==> config.mk <==
export PLATFORM = sky130hd
export DESIGN_NAME = demux8w32_buf
export DESIGN_NICKNAME = d
export VERILOG_FILES = /design/src/rtl/demux8w32_buf.sv
export SDC_FILE = /design/constraint.sdc
export NUM_CORES = 1
export LEC_CHECK = 0
export ABC_CLOCK_PERIOD_IN_PS = 3900
export BUFFER_PORTS_ARGS = -buffer_cell sky130_fd_sc_hd__buf_4
export CORE_MARGIN = 2
export CORE_UTILIZATION = 50
export DETAILED_ROUTE_END_ITERATION = 8
export GPL_ROUTABILITY_DRIVEN = 0
export HOLD_SLACK_MARGIN = 0.06
export MAX_ROUTING_LAYER = met4
export PLACE_DENSITY = 0.88
export SLEW_MARGIN = 0
export SYNTH_ARGS = -nofsm -noshare
export SYNTH_HDL_FRONTEND = slang
export SYNTH_SLANG_ARGS = --single-unit
==> constraint.sdc <==
create_clock -name clk -period 3.9 [get_ports clk]
set_input_delay 0 -clock clk [delete_from_list [all_inputs] [get_ports clk]]
set_output_delay 0 -clock clk [all_outputs]
set_load 0.03 [all_outputs]
==> src/rtl/demux8w32_buf.sv <==
// Result demultiplexer: steers one WIDTH-bit result into one of LANES one-entry lane buffers.
// Optional macro BROADCAST_EN adds in_bcast, which loads every lane from a single input beat.
module demux8w32_buf #(
  parameter int WIDTH = 32,
  parameter int LANES = 8,
  parameter int SEL_W = 3
) (
  input  logic                   clk,
  input  logic                   rst_n,
  input  logic                   in_valid,
  output logic                   in_ready,
  input  logic [SEL_W-1:0]       in_sel,
  input  logic [WIDTH-1:0]       in_data,
`ifdef BROADCAST_EN
  input  logic                   in_bcast,
`endif
  output logic [LANES-1:0]       lane_valid,
  input  logic [LANES-1:0]       lane_ready,
  output logic [LANES*WIDTH-1:0] lane_data,
  output logic                   drop_pulse,
  output logic [7:0]             drop_cnt
);

  // Handshake: a beat moves on a rising edge exactly when valid & ready are both high at that
  // edge; valid never waits on ready, and a lane's valid/data hold steady until it transfers.

  localparam int NSEL = 1 << SEL_W;
  localparam logic [SEL_W:0] LANES_L = (SEL_W+1)'(LANES);

  logic             in_range;
  logic             bcast_req;
  logic             accept;
  logic             drop;
  logic             all_free;
  logic [NSEL-1:0]  free_pad;
  logic [LANES-1:0] load;
  logic [WIDTH-1:0] data_q [LANES];

`ifdef BROADCAST_EN
  assign bcast_req = in_valid & in_bcast;
`else
  assign bcast_req = 1'b0;
`endif

  assign in_range = {1'b0, in_sel} < LANES_L;

  // Select slots beyond LANES read as free, so an out-of-range select is always ready.
  always_comb begin
    free_pad = '1;
    for (int i = 0; i < LANES; i++) begin
      free_pad[i] = ~lane_valid[i] | lane_ready[i];
    end
  end

  assign all_free = &free_pad;
  assign in_ready = bcast_req ? all_free : free_pad[in_sel];
  assign accept   = in_valid & in_ready;
  assign drop     = accept & ~bcast_req & ~in_range;

  always_comb begin
    load = '0;
    for (int i = 0; i < LANES; i++) begin
      load[i] = accept & (bcast_req | (in_sel == SEL_W'(i)));
    end
  end

  // A load on the same edge as a drain wins, keeping one transfer per cycle per lane.
  always_ff @(posedge clk or negedge rst_n) begin
    if (!rst_n) begin
      lane_valid <= '0;
      for (int i = 0; i < LANES; i++) begin
        data_q[i] <= '0;
      end
      drop_pulse <= 1'b0;
      drop_cnt   <= 8'd0;
    end else begin
      for (int i = 0; i < LANES; i++) begin
        if (load[i]) begin
          lane_valid[i] <= 1'b1;
          data_q[i]     <= in_data;
        end else if (lane_ready[i]) begin
          lane_valid[i] <= 1'b0;
        end
      end
      drop_pulse <= drop;
      if (drop && (drop_cnt != 8'hFF)) begin
        drop_cnt <= drop_cnt + 8'd1;
      end
    end
  end

  always_comb begin
    lane_data = '0;
    for (int i = 0; i < LANES; i++) begin
      lane_data[i*WIDTH +: WIDTH] = data_q[i];
    end
  end

endmodule
==> results by group, run 1 <==
Outcome
  – Status: finished, final reports clean

Global route
  – Vias in the first global route: 7225
  – Initial antenna violation count: 1
  – Total track usage: 0.262
  – First-pass GRT wire length: 42400 um
  – Largest net degree at the start of global routing: 119
  – Congestion Overflow GR: 0

Timing
  – Setup TNS: 0 ns
  – Slew @ Worst Pin: 1.19 ns
  – RSZ-0062 raised after global routing: false
  – Tmin final: 2.23 ns
  – Hold_ws: 0.133 ns
  – Hold Violations, Final: 0
  – Fin worst setup slack: 1.67 ns
  – Fin. max-slew vios: 0
  – FMAX: 449 MHz
  – Tcrit/Tclk final: 0.571
  – Clock skew: 0.0274 ns
  – Slew headroom: 0.209
  – Final Setup Violations: 0

Synth
  – Top cell type by total area after synthesis: dfrtp_1
  – Post-Synth Adder-Cell Area: 0
  – Syn_area_per_cell: 16.8 sq um
  – Flops & latches, synth: 264
  – Yosys cell types: 34
  – Main combinational cell family by area after synthesis: multiplexers
  – Post-Synth Simple-Gate Area: 0.0264
  – Syn Inst Count: 600
  – Synth warn: 0
  – Synth Cell Area: 10100 sq um
  – Top cell type's share of synthesized area: 0.654
  – Post-synthesis compound-gate area fraction: 0.00657
  – Multiplexer share of the synthesized area: 0.286
  – Sequential area share after synthesis: 0.654
  – Synth area leaders: dfrtp_1 (65%), mux2_2 (28%), buf_4 (1.5%)
  – XOR/XNOR share of the synthesized area: 0

Power and ir drop
  – VDD IR max: 494 uV
  – Static leakage: 6.62 nW
  – Power per cell area: 678 nW/um^2
  – Total power: 9.51 mW

Placed design
  – Hpwl dp: 17300 um
  – Port Buffers: 310
  – Pre-CTS WS: 1.68 ns

Clock network
  – Cts repair resizes: 0
  – CTS Buffer Depth: 3
  – Clk slew on worst S/H paths: 0.06 ns
  – CTS root buf: clkbuf_16
  – CTS tree: built
  – Htree depth: 1
  – Hold Buf Count CTS: 47
  – Clock Latency Late Sink: 0.54 ns
  – Clk sink count: 264
  – Num CTS Buffers: 27
  – Post-CTS Setup Inserts: 0

Route
  – Avg WL per Cell: 22.0 um
  – Final wirelength: 27500 um
  – Initial DRC count: 270
  – Drt via density: 5.25
  – Total number of vias: 6570
  – DRT antenna net count: 0
  – First drt pass iteration count: 4
  – # DRC: 0

Worst setup path
  – Crit Path Max Fanout: 21
  – Slowest stage delay, CP: 0.62 ns
  – CP cell instances: nor2b_1 > nor3_4 > buf_4 > mux2_2
  – Worst path bufs/invs: 1
  – CP Capture Type: flop
  – WP data arrival: 2.63 ns
  – Setup Crit Path Kind: reg -> reg
  – Flop-to-flop setup slack: 1.67 ns
  – Slowest CP cell: nor3_4
  – R2R cell count: 4
  – Worst path top cell family by delay: simple AND/OR/NAND/NOR gates
  – CP startpoint kind: flop
  – Crit path required time: 4.30 ns
  – Worst reg2reg startpoint: lane_valid[6]
  – R2r endpoint: lane_data[219]

Die
  – Chip Height: 146 um
  – Chip width: 146 um
  – Initial Utilization: 0.514
  – Placement Rows: 51
  – # IOs: 320
  – Die footprint: 21300 sq um
  – Total core area: 19700 sq um

Cells and area
  – Util after Layout: 0.713
  – Area Growth Syn to Fin: 38.9%
  – Most common cell after layout, fill and taps aside: buf_4
  – Fin nets: 1012
  – Ratio of cells with drive above 1 in the final layout: 0.631
  – Most frequent cells in the layout: buf_4 (313), dfrtp_1 (264), mux2_2 (248)

Flow run
  – # Max-Cap Violations: 0

Worst hold path
  – Worst Hold Class: in -> async
-- synthesized netlist by cell type --
cell type and count:
buf_2 9, o311ai_0 1, or4bb_1 1, inv_1 2, a21boi_0 1, dfrtp_1 264
o21ai_0 1, a21oi_1 1, nand4_2 1, nand3_2 2, a311o_1 1, nor3_2 1
or2_2 1, o21bai_1 2, a21oi_2 1, buf_4 20, nand3b_1 2, and4bb_2 1
buf_6 6, nand2_2 1, and2b_2 1, nor2b_1 4, nor2_1 1, nand3b_4 1
or3b_2 2, nor3b_4 1, nand2_1 5, nand4_1 1, mux2_2 248, o22ai_1 1
nand2b_1 6, nor3_4 1, mux2_1 8, conb_1 1
-- cells by family (layout without fill, tap and decap cells) --
| family | after synthesis | count (layout) |
|---|---|---|
| DFF | 264 | 264 |
| other | 1 | 10 |
| and+or+nand+nor | 33 | 33 |
| AOI/OAI and AO/OA | 9 | 9 |
| buffers and inverters | 37 | 415 |
| muxes | 256 | 256 |
-- layer usage --
layer	vias to the layer above	track usage	share of wire
met2	288	0.444	0.50
met1	3379	0.321	0.40
met3	58	0.0541	0.066
li1	2845	-	-
met5	-	-	0
met4	0	0.0743	0.027
-- sequential cells by signal (all words and copies together), names as in the netlist --
register	cells
lane_data	256
lane_valid	8
-- worst max-delay path by stage --
stage | startpoint | endpoint | slack (ns) | cells past startpoint
after CTS | lane_valid[0] | lane_data[2] | 1.68 | 3
after global placement | lane_valid[5] | lane_data[176] | 1.72 | 4
after detailed placement | lane_valid[0] | lane_data[9] | 1.68 | 3
after floorplan | lane_valid[5] | lane_data[161] | 2.27 | 4
after global routing | lane_valid[0] | lane_data[7] | 1.57 | 3
final | lane_valid[6] | lane_data[219] | 1.67 | 4
-- layout make-up --
| cell class | instances | area, sq um |
|---|---|---|
| Multi-Input combinational cell | 307 | 3260 |
| Clock buffer | 42 | 822 |
| Tap cell | 265 | 332 |
| Sequential cell | 264 | 6610 |
| Clock inverter | 7 | 92.6 |
| Inverter | 2 | 7.51 |
| Antenna cell | 1 | 2.50 |
| Fill cell | 1257 | 5630 |
| Timing Repair Buffer | 364 | 2900 |
-- metrics by stage --
step | instances | area (sq um)
final | 1252 | 14000
after global placement | 1155 | 12600
after CTS | 1251 | 14000
after global routing | 1252 | 14000
after detailed placement | 1155 | 12600
after floorplan | 608 | 10100
-- where the power goes --
group | leakage (nW) | total, mW | switching, mW | internal (mW)
Combinational | 2.98 | 3.18 | 1.90 | 1.28
Clock | 0.454 | 2.63 | 1.05 | 1.58
Sequential | 3.18 | 3.70 | 0.356 | 3.35
Power figures use the tool's default switching activity.
==> inputs of run 2 (changes only) <==
--- a/config.mk
+++ b/config.mk
@@ -5,15 +5,16 @@
 export SDC_FILE = /design/constraint.sdc
 export NUM_CORES = 1
 export LEC_CHECK = 0
-export ABC_CLOCK_PERIOD_IN_PS = 3900
+export ABC_AREA = 1
+export ABC_CLOCK_PERIOD_IN_PS = 2000
 export BUFFER_PORTS_ARGS = -buffer_cell sky130_fd_sc_hd__buf_4
 export CORE_MARGIN = 2
-export CORE_UTILIZATION = 50
+export CORE_UTILIZATION = 46
 export DETAILED_ROUTE_END_ITERATION = 8
 export GPL_ROUTABILITY_DRIVEN = 0
 export HOLD_SLACK_MARGIN = 0.06
 export MAX_ROUTING_LAYER = met4
-export PLACE_DENSITY = 0.88
+export PLACE_DENSITY = 0.85
 export SLEW_MARGIN = 0
 export SYNTH_ARGS = -nofsm -noshare
 export SYNTH_HDL_FRONTEND = slang
==> constraint.sdc (replaced) <==
create_clock -name clk -period 2 [get_ports clk]
set_input_delay 0 -clock clk [delete_from_list [all_inputs] [get_ports clk]]
set_output_delay 0 -clock clk [all_outputs]
set_load 0.03 [all_outputs]
==> results by group, run 2 <==
Outcome
  – Status: finished, final reports clean (unchanged)

Global route
  – First-pass GRT wire length: 53700 um (was 42400 um)
  – Initial antenna violation count: 1 (unchanged)
  – Congestion Overflow GR: 0 (unchanged)
  – Vias in the first global route: 9506 (was 7225)
  – Total track usage: 0.295 (was 0.262)
  – Largest net degree at the start of global routing: 78 (was 119)

Route
  – Top routing layer in use: met4 (unchanged)
  – DRT antenna net count: 0 (unchanged)
  – First drt pass iteration count: 6 (was 4)
  – Drt via density: 5.58 (was 5.25)
  – Met1 WL: 13300 um (was 11100 um)
  – Total number of vias: 9710 (was 6570)
  – Met2 wire length: 17100 um (was 13800 um)
  – Final wirelength: 35300 um (was 27500 um)
  – # DRC: 0 (unchanged)
  – Met3 wire len: 3200 um (was 1810 um)
  – Initial DRC count: 926 (was 270)
  – Avg WL per Cell: 20.3 um (was 22.0 um)

Synth
  – Post-Synth Adder-Cell Area: 0 (unchanged)
  – Post-Synth Simple-Gate Area: 0.239 (was 0.0264)
  – Most instantiated cells after synthesis: nand2_1 (404), dfrtp_1 (264), nand4_1 (132), o21ai_1 (87) (was dfrtp_1 (264), mux2_2 (248), buf_4 (20), buf_2 (9), mux2_1 (8))
  – Post-synth EDFFs: 0 (unchanged)
  – Yosys cell types: 20 (was 34)
  – FFs w/ async S/R, synth: 1.00 (unchanged)
  – Multiplexer share of the synthesized area: 0 (was 0.286)
  – Syn_area_per_cell: 9.50 sq um (was 16.8 sq um)
  – Synth Cell Area: 10400 sq um (was 10100 sq um)
  – Sequential area share after synthesis: 0.634 (was 0.654)
  – Top cell type by total area after synthesis: dfrtp_1 (unchanged)
  – Synth area leaders: dfrtp_1 (63%), nand2_1 (15%), nand4_1 (7.9%) (was dfrtp_1 (65%), mux2_2 (28%), buf_4 (1.5%))
  – XOR/XNOR share of the synthesized area: 0 (unchanged)
  – Syn Inst Count: 1096 (was 600)
  – Flops & latches, synth: 264 (unchanged)
  – Synth warn: 0 (unchanged)
  – Main synth FF type: dfrtp_1 (unchanged)
  – Post-synthesis compound-gate area fraction: 0.0630 (was 0.00657)
  – Most frequent cell after synthesis: nand2_1 (was dfrtp_1)
  – Main combinational cell family by area after synthesis: simple AND/OR/NAND/NOR gates (was multiplexers)
  – Top cell type's share of synthesized area: 0.634 (was 0.654)

Power and ir drop
  – VDD IR max: 715 uV (was 494 uV)
  – Static leakage: 7.71 nW (was 6.62 nW)
  – Total power: 18.6 mW (was 9.51 mW)
  – Power per cell area: 1290 nW/um^2 (was 678 nW/um^2)

Cells and area
  – Ratio of cells with drive above 1 in the final layout: 0.275 (was 0.631)
  – Fin nets: 1479 (was 1012)
  – Max reg flops: 256 (unchanged)
  – Most common cell after layout, fill and taps aside: nand2_1 (was buf_4)
  – Area Growth Syn to Fin: 38.9% (about the same)
  – Layout Cells excl Fill: 1740 (was 1252)
  – Most frequent cells in the layout: nand2_1 (404), buf_4 (334), dfrtp_1 (264) (was buf_4 (313), dfrtp_1 (264), mux2_2 (248))

Die
  – Total core area: 22400 sq um (was 19700 sq um)
  – Initial Utilization: 0.464 (was 0.514)
  – # IOs: 320 (unchanged)
  – Chip width: 154 um (was 146 um)
  – Die footprint: 23900 sq um (was 21300 sq um)
  – Chip Height: 154 um (was 146 um)
  – Placement Rows: 55 (was 51)

Timing
  – Setup TNS: 0 ns (unchanged)
  – Clock skew: 0.0103 ns (was 0.0274 ns)
  – Slew headroom: 0.560 (was 0.209)
  – RSZ-0062 raised after global routing: false (unchanged)
  – FMAX: 532 MHz (was 449 MHz)
  – Hold Violations, Final: 0 (unchanged)
  – Tmin final: 1.88 ns (was 2.23 ns)
  – Slew @ Worst Pin: 0.659 ns (was 1.19 ns)
  – Tcrit/Tclk final: 0.940 (was 0.571)
  – Final Setup Violations: 0 (unchanged)
  – Fin. max-slew vios: 0 (unchanged)

Worst setup path
  – Flop-to-flop setup slack: 0.12 ns (was 1.67 ns)
  – CP Capture Type: flop (unchanged)
  – CP startpoint kind: flop (unchanged)
  – R2R cell count: 8 (was 4)
  – WP data arrival: 2.35 ns (was 2.63 ns)
  – Slowest CP cell: dlygate4sd3_1 (was nor3_4)
  – Worst path depth: 8 (was 4)
  – Worst path bufs/invs: 1 (unchanged)
  – Worst path top cell family by delay: simple AND/OR/NAND/NOR gates (unchanged)
  – Crit path required time: 2.47 ns (was 4.30 ns)
  – CP cell instances: nand2_1 > nor2_1 > nor2_1 > nand3_2 > nand2_8 > nand3_2 > nand2_1 > dlygate4sd3_1 (was nor2b_1 > nor3_4 > buf_4 > mux2_2)
  – R2r endpoint: lane_valid[4] (was lane_data[219])
  – Crit Path Max Fanout: 13 (was 21)
  – Setup Crit Path Kind: reg -> reg (unchanged)
  – Slowest stage delay, CP: 0.54 ns (was 0.62 ns)
  – Worst reg2reg startpoint: lane_valid[6] (unchanged)

Clock network
  – Clock Latency Late Sink: 0.53 ns (was 0.54 ns)
  – Clk sink count: 264 (unchanged)
  – CTS Buffer Depth: 3 (unchanged)
  – Htree depth: 1 (unchanged)
  – Num CTS Buffers: 27 (unchanged)
  – CTS root buf: clkbuf_16 (unchanged)
  – CTS tree: built (unchanged)
  – Clk slew on worst S/H paths: 0.06 ns (about the same)

Flow run
  – # Max-Cap Violations: 0 (unchanged)

Worst hold path
  – Hold path startpoint: lane_ready[5]
  – Hold worst-path end: lane_valid[5]
  – Hold path depth: 3
  – Worst Hold Class: in -> reg (was in -> async)

Placed design
  – Hpwl dp: 22800 um (was 17300 um)
  – Placed cells: 1638 (was 1155)
  – Port Buffers: 310 (unchanged)
==> run 2: changes by cell type after synthesis, sizes merged, moves of 3 or more <==
cell / delta
nand2b: -6
nor2: +16
nand3: +7
inv: +43
nor2b: -4
mux2: -256
nand3b: -3
o21ai: +130
nand2: +399
clkbuf: +29
buf: +26
nand4: +130
==> run 2: report_power, final <==
part	internal (mW)	switching, mW	total, mW	leakage [nW]
clock	3.32	2.11	5.44	0.471
sequential	6.46	0.739	7.20	3.34
combinational	2.04	3.97	6.01	3.90
==> run 2: worst register-to-register path, delay by kind of cell, from the launching register on <==
kind                   cells  cell delay [ns]
buffers and inverters      1             0.54
AND/OR/NAND/NOR            7             0.90
flip-flops                 1             0.39
==> run 2: logic make-up after synthesis <==
| logic type | Yosys count |
|---|---|
| AOI/OAI and AO/OA | 131 |
| other | 1 |
| buffers and inverters | 136 |
| and+or+nand+nor | 564 |
| DFF | 264 |
==> run 2: per-stage QoR <==
| stage | setup slack, ns | hold WS [ns] | util | cell area, sq um |
|---|---|---|---|---|
| after floorplan | 0.450 | -0.296 | - | 10400 |
| after global placement | 0.419 | 0.0122 | 0.578 | 13000 |
| after detailed placement | 0.332 | 0.0143 | 0.578 | 13000 |
| after CTS | 0.0712 | 0.199 | 0.642 | 14400 |
| after global routing | 0.0284 | 0.194 | 0.645 | 14500 |
| final | 0.120 | 0.205 | 0.645 | 14500 |
==> run 2: how the worst max path moves through the flow <==
stage,from,end,slack [ns]
6_report,lane_valid[6],lane_valid[4],0.12
3_3_place_gp,lane_valid[3],lane_data[15],0.42
3_5_place_dp,lane_valid[1],lane_data[5],0.33
2_1_floorplan,lane_valid[2],lane_data[68],0.45
4_1_cts,lane_valid[6],in_ready,0.07
5_1_grt,lane_valid[6],lane_valid[4],0.03
==> run 2: repair_timing <==
action                                 4_1_cts  5_1_grt
cloned                                       0        1
hold buffers                                48        0
setup endpoints to repair                    1       17
endpoints found under the hold margin      528        0
setup buffers                                0        3
pin swaps                                    0        1
gates resized for setup                      0        4
==> run 2: area by class of cell <==
class | count | area, sq um
antenna | 1 | 2.50
clock buffer | 38 | 767
clock inverter | 12 | 195
fill | 1667 | 7970
inverter | 46 | 176
multi-input combinational | 705 | 3230
sequential | 264 | 6610
tap | 285 | 357
timing repair buffer | 389 | 3120
==> run 2: layer usage <==
| metal | vias up | track usage |
|---|---|---|
| met4 | 0 | 0.136 |
| met1 | 4672 | 0.370 |
| met5 | - | - |
| met2 | 637 | 0.477 |
| met3 | 121 | 0.0468 |
| li1 | 4280 | - |
==> inputs of run 3 (changes only) <==
--- a/config.mk
+++ b/config.mk
@@ -6,15 +6,18 @@
 export NUM_CORES = 1
 export LEC_CHECK = 0
 export ABC_AREA = 1
-export ABC_CLOCK_PERIOD_IN_PS = 2000
+export ABC_CLOCK_PERIOD_IN_PS = 1900
 export BUFFER_PORTS_ARGS = -buffer_cell sky130_fd_sc_hd__buf_4
+export CAP_MARGIN = 15
+export CELL_PAD_IN_SITES_DETAIL_PLACEMENT = 1
+export CELL_PAD_IN_SITES_GLOBAL_PLACEMENT = 1
 export CORE_MARGIN = 2
-export CORE_UTILIZATION = 46
+export CORE_UTILIZATION = 38
 export DETAILED_ROUTE_END_ITERATION = 8
 export GPL_ROUTABILITY_DRIVEN = 0
 export HOLD_SLACK_MARGIN = 0.06
 export MAX_ROUTING_LAYER = met4
-export PLACE_DENSITY = 0.85
+export PLACE_DENSITY = 0.88
 export SLEW_MARGIN = 0
 export SYNTH_ARGS = -nofsm -noshare
 export SYNTH_HDL_FRONTEND = slang
==> constraint.sdc (replaced) <==
create_clock -name clk -period 1.9 [get_ports clk]
set_input_delay 0 -clock clk [delete_from_list [all_inputs] [get_ports clk]]
set_output_delay 0 -clock clk [all_outputs]
set_load 0.03 [all_outputs]
==> results by group, run 3 (synthesis gave the netlist of run 2 again) <==
Worst hold path
  – Hold path startpoint: in_sel[0] (was lane_ready[5])
  – Worst Hold Class: in -> reg (unchanged)
  – Hold worst-path end: lane_valid[5] (unchanged)
  – Hold path depth: 5 (was 3)

Global route
  – Total track usage: 0.289 (was 0.295)
  – Largest net degree at the start of global routing: 88 (was 78)
  – First-pass GRT wire length: 61900 um (was 53700 um)
  – Initial antenna violation count: 0 (was 1)
  – Vias in the first global route: 10.3k (was 9506)
  – Congestion Overflow GR: 0 (unchanged)

Clock network
  – Num CTS Buffers: 29 (was 27)
  – Clk sink count: 264 (unchanged)
  – Clock Latency Late Sink: 0.56 ns (was 0.53 ns)
  – CTS tree: built (unchanged)
  – CTS Buffer Depth: 3 (unchanged)
  – Clk slew on worst S/H paths: 0.06 ns (about the same)
  – Htree depth: 1 (unchanged)
  – CTS root buf: clkbuf_16 (unchanged)

Die
  – Chip Height: 170 um (was 154 um)
  – Placement Rows: 60 (was 55)
  – # IOs: 320 (unchanged)
  – Total core area: 27000 sq um (was 22400 sq um)
  – Die footprint: 28700 sq um (was 23900 sq um)
  – Initial Utilization: 0.386 (was 0.464)
  – Chip width: 170 um (was 154 um)

Cells and area
  – Fin nets: 1491 (was 1479)
  – Most frequent cells in the layout: nand2_1 (393), buf_4 (329), dfrtp_1 (264) (was nand2_1 (404), buf_4 (334), dfrtp_1 (264))
  – Max reg flops: 256 (unchanged)
  – Layout Cells excl Fill: 1808 (was 1740)
  – Most common cell after layout, fill and taps aside: nand2_1 (unchanged)
  – Ratio of cells with drive above 1 in the final layout: 0.294 (was 0.275)
  – # diodes: 0 (was 1)
  – Area Growth Syn to Fin: 44.2% (was 38.9%)
  – Fill cells: 2969 (was 1667)

Timing
  – Tcrit/Tclk final: 0.956 (was 0.940)
  – Clock skew: 0.0306 ns (was 0.0103 ns)
  – Final Setup Violations: 0 (unchanged)
  – Setup TNS: 0 ns (unchanged)
  – Tmin final: 1.82 ns (was 1.88 ns)
  – RSZ-0062 raised after global routing: true (was false)
  – Hold Violations, Final: 0 (unchanged)
  – FMAX: 551 MHz (was 532 MHz)
  – Fin. max-slew vios: 0 (unchanged)

Power and ir drop
  – Power per cell area: 1360 nW/um^2 (was 1290 nW/um^2)
  – Static leakage: 7.94 nW (was 7.71 nW)
  – Total power: 20.5 mW (was 18.6 mW)
  – VDD IR max: 720 uV (was 715 uV)

Worst setup path
  – Crit path required time: 2.32 ns (was 2.47 ns)
  – Worst reg2reg startpoint: lane_valid[3] (was lane_valid[6])
  – Flop-to-flop setup slack: 0.08 ns (was 0.12 ns)
  – R2r endpoint: lane_data[133] (was lane_valid[4])
  – CP Capture Type: flop (unchanged)
  – Crit Path Max Fanout: 8 (was 13)
  – R2R cell count: 11 (was 8)
  – CP startpoint kind: flop (unchanged)
  – WP data arrival: 2.24 ns (was 2.35 ns)
  – Setup Crit Path Kind: reg -> reg (unchanged)

Placed design
  – Placed cells: 1691 (was 1638)
  – Hpwl dp: 26600 um (was 22800 um)
  – Port Buffers: 310 (unchanged)

Flow run
  – # Max-Cap Violations: 0 (unchanged)

Route
  – DRT antenna net count: 0 (unchanged)
  – First drt pass iteration count: 7 (was 6)
  – Total number of vias: 9851 (was 9710)
  – Avg WL per Cell: 23.2 um (was 20.3 um)
  – # DRC: 0 (unchanged)
  – Final wirelength: 42000 um (was 35300 um)
  – Initial DRC count: 842 (was 926)
  – Drt via density: 5.45 (was 5.58)

Outcome
  – Status: finished, final reports clean (unchanged)
-- run 3: layer usage --
| layer | up-vias | global-route usage | wire, um | share of wire |
|---|---|---|---|---|
| met5 | - | - | 0 | 0 |
| met4 | 0 | 0.134 | 2110 | 0.050 |
| met3 | 127 | 0.0536 | 2690 | 0.064 |
| met2 | 416 | 0.480 | 20800 | 0.50 |
| met1 | 4995 | 0.342 | 16400 | 0.39 |
| li1 | 4313 | - | - | - |
-- run 3: worst max-delay path, cell delays in order (launching register included) --
cell and delay (ns):
dfrtp_1 0.37, nand2_1 0.10, nor2_1 0.06, nor2_1 0.13, nand3_2 0.11, nand2_4 0.12
buf_12 0.13, buf_16 0.13, nand3_4 0.14, clkbuf_16 0.25, nand2_2 0.07, nand2_1 0.05
-- run 3: report_power, final --
part	leakage [nW]	switching [mW]	internal, mW
clock	0.521	2.38	3.85
sequential	3.34	0.827	6.80
combinational	4.08	4.36	2.24
-- run 3: repair_timing --
action | CTS | global route
hold endpoints to repair | 528 | 0
buffers inserted | 2 | 9
cloned | 1 | 6
setup endpoints to repair | 1 | 66
hold buffers | 46 | 0
pin swaps | 1 | 6
gates resized for setup | 3 | 21
-- run 3: worst max path at each step --
stage	startpoint	end	slack, ns
global route	lane_valid[7]	lane_data[133]	-0.02
floorplan	lane_valid[2]	lane_data[68]	0.35
detailed placement	lane_valid[3]	lane_data[253]	0.17
finish	lane_valid[3]	lane_data[133]	0.08
global placement	lane_valid[3]	lane_data[210]	0.21
CTS	lane_valid[7]	in_ready	0.05
-- run 3: layout make-up --
class                           count  area (sq um)  share of cell area
Sequential cell                   264          6610               0.440
Timing Repair Buffer              400          3460               0.231
Multi-Input combinational cell    704          3280               0.219
Clock buffer                       37           816              0.0543
Tap cell                          341           427              0.0284
Clock inverter                     16           246              0.0164
Inverter                           46           173              0.0115
-- run 3: metrics by stage --
step / area (sq um) / utilization / setup WS, ns / hold WS (ns)
2_1_floorplan: 10400 / - / 0.350 / -0.296
3_3_place_gp: 13100 / 0.487 / 0.213 / -0.0895
3_5_place_dp: 13100 / 0.487 / 0.171 / -0.0855
4_1_cts: 14700 / 0.547 / 0.0452 / 0.0634
5_1_grt: 15000 / 0.557 / -0.0214 / 0.142
6_report: 15000 / 0.557 / 0.0837 / 0.118
